### config.mk
export PLATFORM = sky130hd
export DESIGN_NAME = swd_mem_ap_seq
export DESIGN_NICKNAME = d
export VERILOG_FILES = /design/src/rtl/swd_pkg.sv /design/src/rtl/swd_mem_ap_seq.sv
export SDC_FILE = /design/constraint.sdc
export NUM_CORES = 1
export LEC_CHECK = 0
export CAP_MARGIN = 15
export CORE_ASPECT_RATIO = 1.25
export CORE_UTILIZATION = 40
export DETAILED_ROUTE_END_ITERATION = 8
export GPL_ROUTABILITY_DRIVEN = 0
export MAX_ROUTING_LAYER = met4
export PLACE_DENSITY = 0.67
export SLEW_MARGIN = 40
export SYNTH_ARGS = -nofsm -noshare
export SYNTH_HDL_FRONTEND = slang
export SYNTH_SLANG_ARGS = --single-unit
### constraint.sdc
create_clock -name clk -period 6.01 [get_ports clk]
set_input_delay 0.601 -clock clk [delete_from_list [all_inputs] [get_ports clk]]
set_output_delay 0.601 -clock clk [all_outputs]
set_load 0.01 [all_outputs]
### src/rtl/swd_pkg.sv
// Shared constants, FSM states and transfer payload for the SWD MEM-AP sequencer.
package swd_pkg;

  localparam int unsigned RETRY_W = 8;

  localparam logic [2:0] ACK_OK    = 3'b001;
  localparam logic [2:0] ACK_WAIT  = 3'b010;
  localparam logic [2:0] ACK_FAULT = 3'b100;

  localparam logic [1:0] RSP_OK      = 2'b00;
  localparam logic [1:0] RSP_FAULT   = 2'b01;
  localparam logic [1:0] RSP_TIMEOUT = 2'b10;
  localparam logic [1:0] RSP_PROTO   = 2'b11;

  localparam logic [3:0] DP_IDR      = 4'h0;
  localparam logic [3:0] DP_ABORT    = 4'h0;
  localparam logic [3:0] DP_CTRLSTAT = 4'h4;
  localparam logic [3:0] DP_SELECT   = 4'h8;
  localparam logic [3:0] DP_RDBUFF   = 4'hC;
  localparam logic [3:0] AP_CSW      = 4'h0;
  localparam logic [3:0] AP_TAR      = 4'h4;
  localparam logic [3:0] AP_DRW      = 4'hC;

  localparam logic [31:0] CTRLSTAT_PWRUP = 32'h1000_0000;

  typedef enum logic [3:0] {
    ST_INIT_CTRL, ST_INIT_SEL, ST_INIT_CSW, ST_INIT_FAIL, ST_IDLE,
    ST_TAR, ST_DRW_W, ST_DRW_R, ST_RDBUFF, ST_ABORT, ST_RESP
  } state_e;

  typedef enum logic [1:0] {SUB_ENTER, SUB_REQ, SUB_WAIT} sub_e;

  typedef struct packed {
    logic        apndp;
    logic        rnw;
    logic [3:0]  a;
    logic [31:0] wdata;
  } xfer_req_t;

endpackage

### src/rtl/swd_mem_ap_seq.sv
// Sequences 32-bit memory requests into SWD DP/AP transfers via MEM-AP bank 0,
// with bring-up, TAR caching, WAIT retry and FAULT abort handling.
import swd_pkg::*;

module swd_mem_ap_seq #(
  parameter int unsigned WAIT_RETRY_MAX = 16,
  parameter logic [31:0] CSW_VALUE      = 32'h0000_0002,
  parameter logic [31:0] ABORT_VALUE    = 32'h0000_001E
) (
  input  logic        clk,
  input  logic        rst,
  input  logic        init_req,
  output logic        init_done,
  input  logic        req_valid,
  output logic        req_ready,
  input  logic        req_write,
  input  logic [31:0] req_addr,
  input  logic [31:0] req_wdata,
  output logic        rsp_valid,
  output logic [1:0]  rsp_status,
  output logic [31:0] rsp_rdata,
  output logic        xfer_valid,
  input  logic        xfer_ready,
  output logic        xfer_apndp,
  output logic        xfer_rnw,
  output logic [3:0]  xfer_a,
  output logic [31:0] xfer_wdata,
  input  logic        xfer_done,
  input  logic [2:0]  xfer_ack,
  input  logic        xfer_perr,
  input  logic [31:0] xfer_rdata
);

  localparam logic [RETRY_W-1:0] RETRY_LAST = RETRY_W'(WAIT_RETRY_MAX - 1);

  state_e             state_q, state_d;
  sub_e               sub_q, sub_d;
  logic [RETRY_W-1:0] retry_q, retry_d;
  logic               tar_valid_q, tar_valid_d;
  logic [31:0]        tar_addr_q, tar_addr_d;
  logic               lat_write_q, lat_write_d;
  logic [31:0]        lat_addr_q, lat_addr_d;
  logic [31:0]        lat_wdata_q, lat_wdata_d;
  xfer_req_t          xfer_q, xfer_d, issue_req;
  logic               xfer_valid_q, xfer_valid_d;
  logic               rsp_valid_q, rsp_valid_d;
  logic [1:0]         rsp_status_q, rsp_status_d;
  logic [31:0]        rsp_rdata_q, rsp_rdata_d;
  logic               init_done_q, init_done_d;
  logic               ack_ok, ack_wait, ack_fault, is_init;

  // init_req has priority over a same-cycle request, so ready is gated by it
  assign req_ready  = (state_q == ST_IDLE) && init_done_q && !init_req;
  assign init_done  = init_done_q;
  assign rsp_valid  = rsp_valid_q;
  assign rsp_status = rsp_status_q;
  assign rsp_rdata  = rsp_rdata_q;
  assign xfer_valid = xfer_valid_q;
  assign xfer_apndp = xfer_q.apndp;
  assign xfer_rnw   = xfer_q.rnw;
  assign xfer_a     = xfer_q.a;
  assign xfer_wdata = xfer_q.wdata;

  assign ack_ok    = (xfer_ack == ACK_OK) && !(xfer_q.rnw && xfer_perr);
  assign ack_wait  = (xfer_ack == ACK_WAIT);
  assign ack_fault = (xfer_ack == ACK_FAULT);
  assign is_init   = (state_q == ST_INIT_CTRL) || (state_q == ST_INIT_SEL) ||
                     (state_q == ST_INIT_CSW);

  // Transfer fields issued by each issue state
  always_comb begin
    issue_req = '0;
    case (state_q)
      ST_INIT_CTRL: issue_req = '{apndp: 1'b0, rnw: 1'b0, a: DP_CTRLSTAT, wdata: CTRLSTAT_PWRUP};
      ST_INIT_SEL:  issue_req = '{apndp: 1'b0, rnw: 1'b0, a: DP_SELECT,   wdata: 32'h0};
      ST_INIT_CSW:  issue_req = '{apndp: 1'b1, rnw: 1'b0, a: AP_CSW,      wdata: CSW_VALUE};
      ST_TAR:       issue_req = '{apndp: 1'b1, rnw: 1'b0, a: AP_TAR,      wdata: lat_addr_q};
      ST_DRW_W:     issue_req = '{apndp: 1'b1, rnw: 1'b0, a: AP_DRW,      wdata: lat_wdata_q};
      ST_DRW_R:     issue_req = '{apndp: 1'b1, rnw: 1'b1, a: AP_DRW,      wdata: 32'h0};
      ST_RDBUFF:    issue_req = '{apndp: 1'b0, rnw: 1'b1, a: DP_RDBUFF,   wdata: 32'h0};
      ST_ABORT:     issue_req = '{apndp: 1'b0, rnw: 1'b0, a: DP_ABORT,    wdata: ABORT_VALUE};
      default:      issue_req = '0;
    endcase
  end

  // Next-state and output logic
  always_comb begin
    state_d      = state_q;
    sub_d        = sub_q;
    retry_d      = retry_q;
    tar_valid_d  = tar_valid_q;
    tar_addr_d   = tar_addr_q;
    lat_write_d  = lat_write_q;
    lat_addr_d   = lat_addr_q;
    lat_wdata_d  = lat_wdata_q;
    xfer_d       = xfer_q;
    xfer_valid_d = xfer_valid_q;
    rsp_valid_d  = 1'b0;
    rsp_status_d = RSP_OK;
    rsp_rdata_d  = 32'h0;
    init_done_d  = init_done_q;

    case (state_q)
      ST_IDLE: begin
        if (init_req) begin
          init_done_d = 1'b0;
          tar_valid_d = 1'b0;
          state_d     = ST_INIT_CTRL;
          sub_d       = SUB_ENTER;
          retry_d     = '0;
        end else if (req_valid && req_ready) begin
          lat_write_d = req_write;
          lat_addr_d  = req_addr;
          lat_wdata_d = req_wdata;
          sub_d       = SUB_ENTER;
          retry_d     = '0;
          if (tar_valid_q && (req_addr == tar_addr_q)) begin
            state_d = req_write ? ST_DRW_W : ST_DRW_R;
          end else begin
            state_d = ST_TAR;
          end
        end
      end
      ST_INIT_FAIL: begin
        if (init_req) begin
          state_d = ST_INIT_CTRL;
          sub_d   = SUB_ENTER;
          retry_d = '0;
        end
      end
      ST_RESP: state_d = ST_IDLE;
      default: begin
        case (sub_q)
          SUB_ENTER: begin
            xfer_d       = issue_req;
            xfer_valid_d = 1'b1;
            sub_d        = SUB_REQ;
          end
          SUB_REQ: begin
            if (xfer_ready) begin
              xfer_valid_d = 1'b0;
              sub_d        = SUB_WAIT;
            end
          end
          SUB_WAIT: begin
            if (xfer_done) begin
              sub_d   = SUB_ENTER;
              retry_d = '0;
              if (ack_wait && (retry_q != RETRY_LAST) && (state_q != ST_ABORT)) begin
                retry_d = retry_q + RETRY_W'(1);
              end else if (state_q == ST_ABORT) begin
                state_d      = ST_RESP;
                rsp_valid_d  = 1'b1;
                rsp_status_d = RSP_FAULT;
              end else if (is_init) begin
                if (!ack_ok) begin
                  state_d = ST_INIT_FAIL;
                end else if (state_q == ST_INIT_CTRL) begin
                  state_d = ST_INIT_SEL;
                end else if (state_q == ST_INIT_SEL) begin
                  state_d = ST_INIT_CSW;
                end else begin
                  state_d     = ST_IDLE;
                  init_done_d = 1'b1;
                end
              end else if (ack_ok) begin
                case (state_q)
                  ST_TAR: begin
                    tar_valid_d = 1'b1;
                    tar_addr_d  = lat_addr_q;
                    state_d     = lat_write_q ? ST_DRW_W : ST_DRW_R;
                  end
                  ST_DRW_R: state_d = ST_RDBUFF;
                  ST_RDBUFF: begin
                    state_d     = ST_RESP;
                    rsp_valid_d = 1'b1;
                    rsp_rdata_d = xfer_rdata;
                  end
                  default: begin
                    state_d     = ST_RESP;
                    rsp_valid_d = 1'b1;
                  end
                endcase
              end else begin
                tar_valid_d = 1'b0;
                if (ack_fault) begin
                  state_d = ST_ABORT;
                end else begin
                  state_d      = ST_RESP;
                  rsp_valid_d  = 1'b1;
                  rsp_status_d = ack_wait ? RSP_TIMEOUT : RSP_PROTO;
                end
              end
            end
          end
          default: sub_d = SUB_ENTER;
        endcase
      end
    endcase
  end

  always_ff @(posedge clk) begin
    if (rst) begin
      state_q      <= ST_INIT_CTRL;
      sub_q        <= SUB_ENTER;
      retry_q      <= '0;
      tar_valid_q  <= 1'b0;
      tar_addr_q   <= 32'h0;
      lat_write_q  <= 1'b0;
      lat_addr_q   <= 32'h0;
      lat_wdata_q  <= 32'h0;
      xfer_q       <= '0;
      xfer_valid_q <= 1'b0;
      rsp_valid_q  <= 1'b0;
      rsp_status_q <= RSP_OK;
      rsp_rdata_q  <= 32'h0;
      init_done_q  <= 1'b0;
    end else begin
      state_q      <= state_d;
      sub_q        <= sub_d;
      retry_q      <= retry_d;
      tar_valid_q  <= tar_valid_d;
      tar_addr_q   <= tar_addr_d;
      lat_write_q  <= lat_write_d;
      lat_addr_q   <= lat_addr_d;
      lat_wdata_q  <= lat_wdata_d;
      xfer_q       <= xfer_d;
      xfer_valid_q <= xfer_valid_d;
      rsp_valid_q  <= rsp_valid_d;
      rsp_status_q <= rsp_status_d;
      rsp_rdata_q  <= rsp_rdata_d;
      init_done_q  <= init_done_d;
    end
  end

endmodule

==> qor.csv <==
stage;metric;value;unit
status;status;finished, final reports clean;
sta;Final min period;3.52;ns
floorplan;area of the die;0.0188;mm2
sta;Hold Vio Cnt, Final;0;
synthesis;Synth Area in Simple Gates;22.1;%
synthesis;Synth Flop Type;dfxtp_1;
synthesis;mean post-synth cell area;8.36;um2
cells_and_area;layout cell share with drive strength beyond 1;5.99;%
detailed_routing;ANT nets after route;0;
synthesis;fraction of synthesized cell area in xor and xnor cells;4.43;%
synthesis;Syn. warnings;0;
cells_and_area;final net count;1130;
sta;fmax;284;MHz
global_routing;total track usage;22.1;%
place;dpl hpwl;13.5;mm
synthesis;mux cell area share after synthesis;0.137;%
floorplan;Row Count;54;
clocking;clk_lat worst skew;0.43;ns
floorplan;Initial Util;41.3;%
synthesis;number of synthesized flops with an enable pin;0;
sta;RSZ-0062 raised after global routing;no;
critical_path;CP startpoint;state_q[2];
detailed_routing;DR iter-0 viols;445;
synthesis;main combinational cell family by area after synthesis;simple AND/OR/NAND/NOR gates;
global_routing;vias in the first global route;6195;
cells_and_area;Synth-to-Final Area Change;34.6;%
clocking;CTS H-tree lvls;4;
pwr;maximum vdd drop;0.222;mV
clocking;Hold Buf Count CTS;0;
clocking;Worst-path clk slew;0.07;ns
critical_path;Setup CP Type;reg -> out;
pwr;Leak Pwr;3.36;nW
synthesis;Synth Area in Adders;0.308;%
clocking;clock buffer depth;2;
global_routing;initial antenna violation count;0;
detailed_routing;DR pass1 iterations;5;
sta;Worst Skew;0.0104;ns
place;# port buffers;180;
synthesis;Async SR Flop Fraction;0;%
sta;Slew Viols, Final;0;
floorplan;die height;153;um
synthesis;Synth Cell Area;0.00731;mm2
synthesis;Cell variety after synth;57;
global_routing;largest net degree at the start of global routing;66;
clocking;CTS tree;built;
clocking;# clock sinks;185;
detailed_routing;wire per inst;15.3;um
cells_and_area;most frequent cells in the layout;nand2_1 (248), dfxtp_1 (184), clkdlybuf4s50_1 (179);
floorplan;I/O Pins;183;
sta;Fin Setup TNS;0;ns
global_routing;first-pass GRT wire length;31.1;mm
clocking;postcts setup bufs;0;
critical_path;crit start category;register;
cells_and_area;ant diodes;0;
critical_path;crit path DAT;2.92;ns
detailed_routing;# DRC;0;
sta;actual slew at the worst max-slew pin;0.799;ns
worst_hold_path;min-delay src;xfer_wdata[5];
critical_path;FF-to-FF Start;state_q[2];
worst_hold_path;Hold/Removal Path Class;reg -> reg;
floorplan;core area;0.0177;mm2
global_routing;grt ovf;0;
critical_path;Max FO, Critical Path;23;
sta;period utilization;58.5;%
detailed_routing;final wirelength;19.3;mm
detailed_routing;via count;6425;
detailed_routing;DR vias/cell;5.10;
sta;Final setup viols;0;
clocking;root buf cell;clkbuf_16;
critical_path;worst path required time;5.41;ns
synthesis;Seq/Total Area, Yosys;50.7;%
critical_path;Crit. End Element;output port;
sta;Rel. slew slack;46.7;%
synthesis;post-synthesis cell count;874;
synthesis;Synth Register Bits;185;
pwr;pwr dens;320;mW/mm2
clocking;post-cts repair resize count;0;
synthesis;Synth Area in Compound Gates;18.4;%
floorplan;Die Width;123;um
pwr;total chip power;3.15;mW
flow_run;Max Cap Viol;0;
cells_and_area;most common cell after layout, fill and taps aside;nand2_1;
clocking;Inserted Clock Buffers;17;
[layer usage]
layer / routed length [um] / GRT usage (%) / vias up
met5: 0 / - / -
met4: 354 / 7.96 / 0
met3: 1090 / 4.51 / 26
met2: 9380 / 35.6 / 212
met1: 8440 / 26.9 / 2945
li1: - / - / 3242
[cell usage after synthesis, drive strengths merged (9+ instances only)]
cell type  number  area, um2
nor2           31        116
nor4            9       56.3
clkbuf         40        150
xor2           33        289
and2           35        219
a22oi          28        210
buf            21        129
nand2         248        931
o21ai          43        215
dfxtp         185       3700
a21oi         113        573
[flip-flops by register name, summed over array words and instances (netlist names)]
name,flops
lat_write_q,1
tar_valid_q,1
rsp_valid,1
lat_addr_q,32
rsp_rdata,32
tar_addr_q,32
xfer_wdata,32
xfer_valid,1
xfer_a,2
lat_wdata_q,32
init_done,1
sub_q,2
xfer_apndp,1
rsp_status,2
xfer_rnw,1
state_q,4
retry_q,8
[critical path: stages (launching register included)]
cell and delay [ns]:
dfxtp_1 0.74, nand2b_1 0.29, or3_1 0.45, nor2_1 0.29, and2_1 0.18, clkdlybuf4s50_1 0.53
[layout make-up]
| type | count | area, um2 |
|---|---|---|
| Fill cell | 1691 | 7870 |
| Sequential cell | 185 | 3700 |
| Multi-Input combinational cell | 627 | 3350 |
| Timing Repair Buffer | 189 | 1890 |
| Clock buffer | 17 | 425 |
| Tap cell | 224 | 280 |
| Clock inverter | 15 | 179 |
| Inverter | 2 | 7.51 |
[worst paths after layout]
check	endpoint	slack (ns)	depth (start not counted)
worst min-delay path	xfer_wdata[5]	0.45	2
worst max register to register	lat_wdata_q[18]	3.07	7
worst max-delay path	req_ready	2.49	5
worst min register to register	xfer_wdata[5]	0.45	2
[cell families (layout without fill, tap and decap cells)]
family          count (synthesis)  in the layout
simple gates                  363            363
compound gates                222            222
flops                         185            185
buf+inv                        63            223
xor+xnor                       37             37
fa+ha+maj                       2              2
other cells                     1              2
mux                             1              1
[metrics by stage]
stage	setup slack (ns)	hold WS, ns	cell area (um2)	std cells	utilization (%)
3_5_place_dp	2.79	0.444	9220	1227	52.1
5_1_grt	2.25	0.476	9840	1259	55.6
4_1_cts	2.56	0.454	9830	1259	55.5
2_1_floorplan	3.87	0.433	7310	875	-
3_3_place_gp	2.83	0.436	9200	1226	51.9
6_report	2.49	0.450	9840	1259	55.6
[power by group]
group	internal (mW)	switching (mW)	leakage (nW)
clock	0.630	0.515	0.285
combinational	0.274	0.367	1.58
sequential	1.26	0.0965	1.49
total	2.17	0.978	3.36
Power figures use the tool's default switching activity.
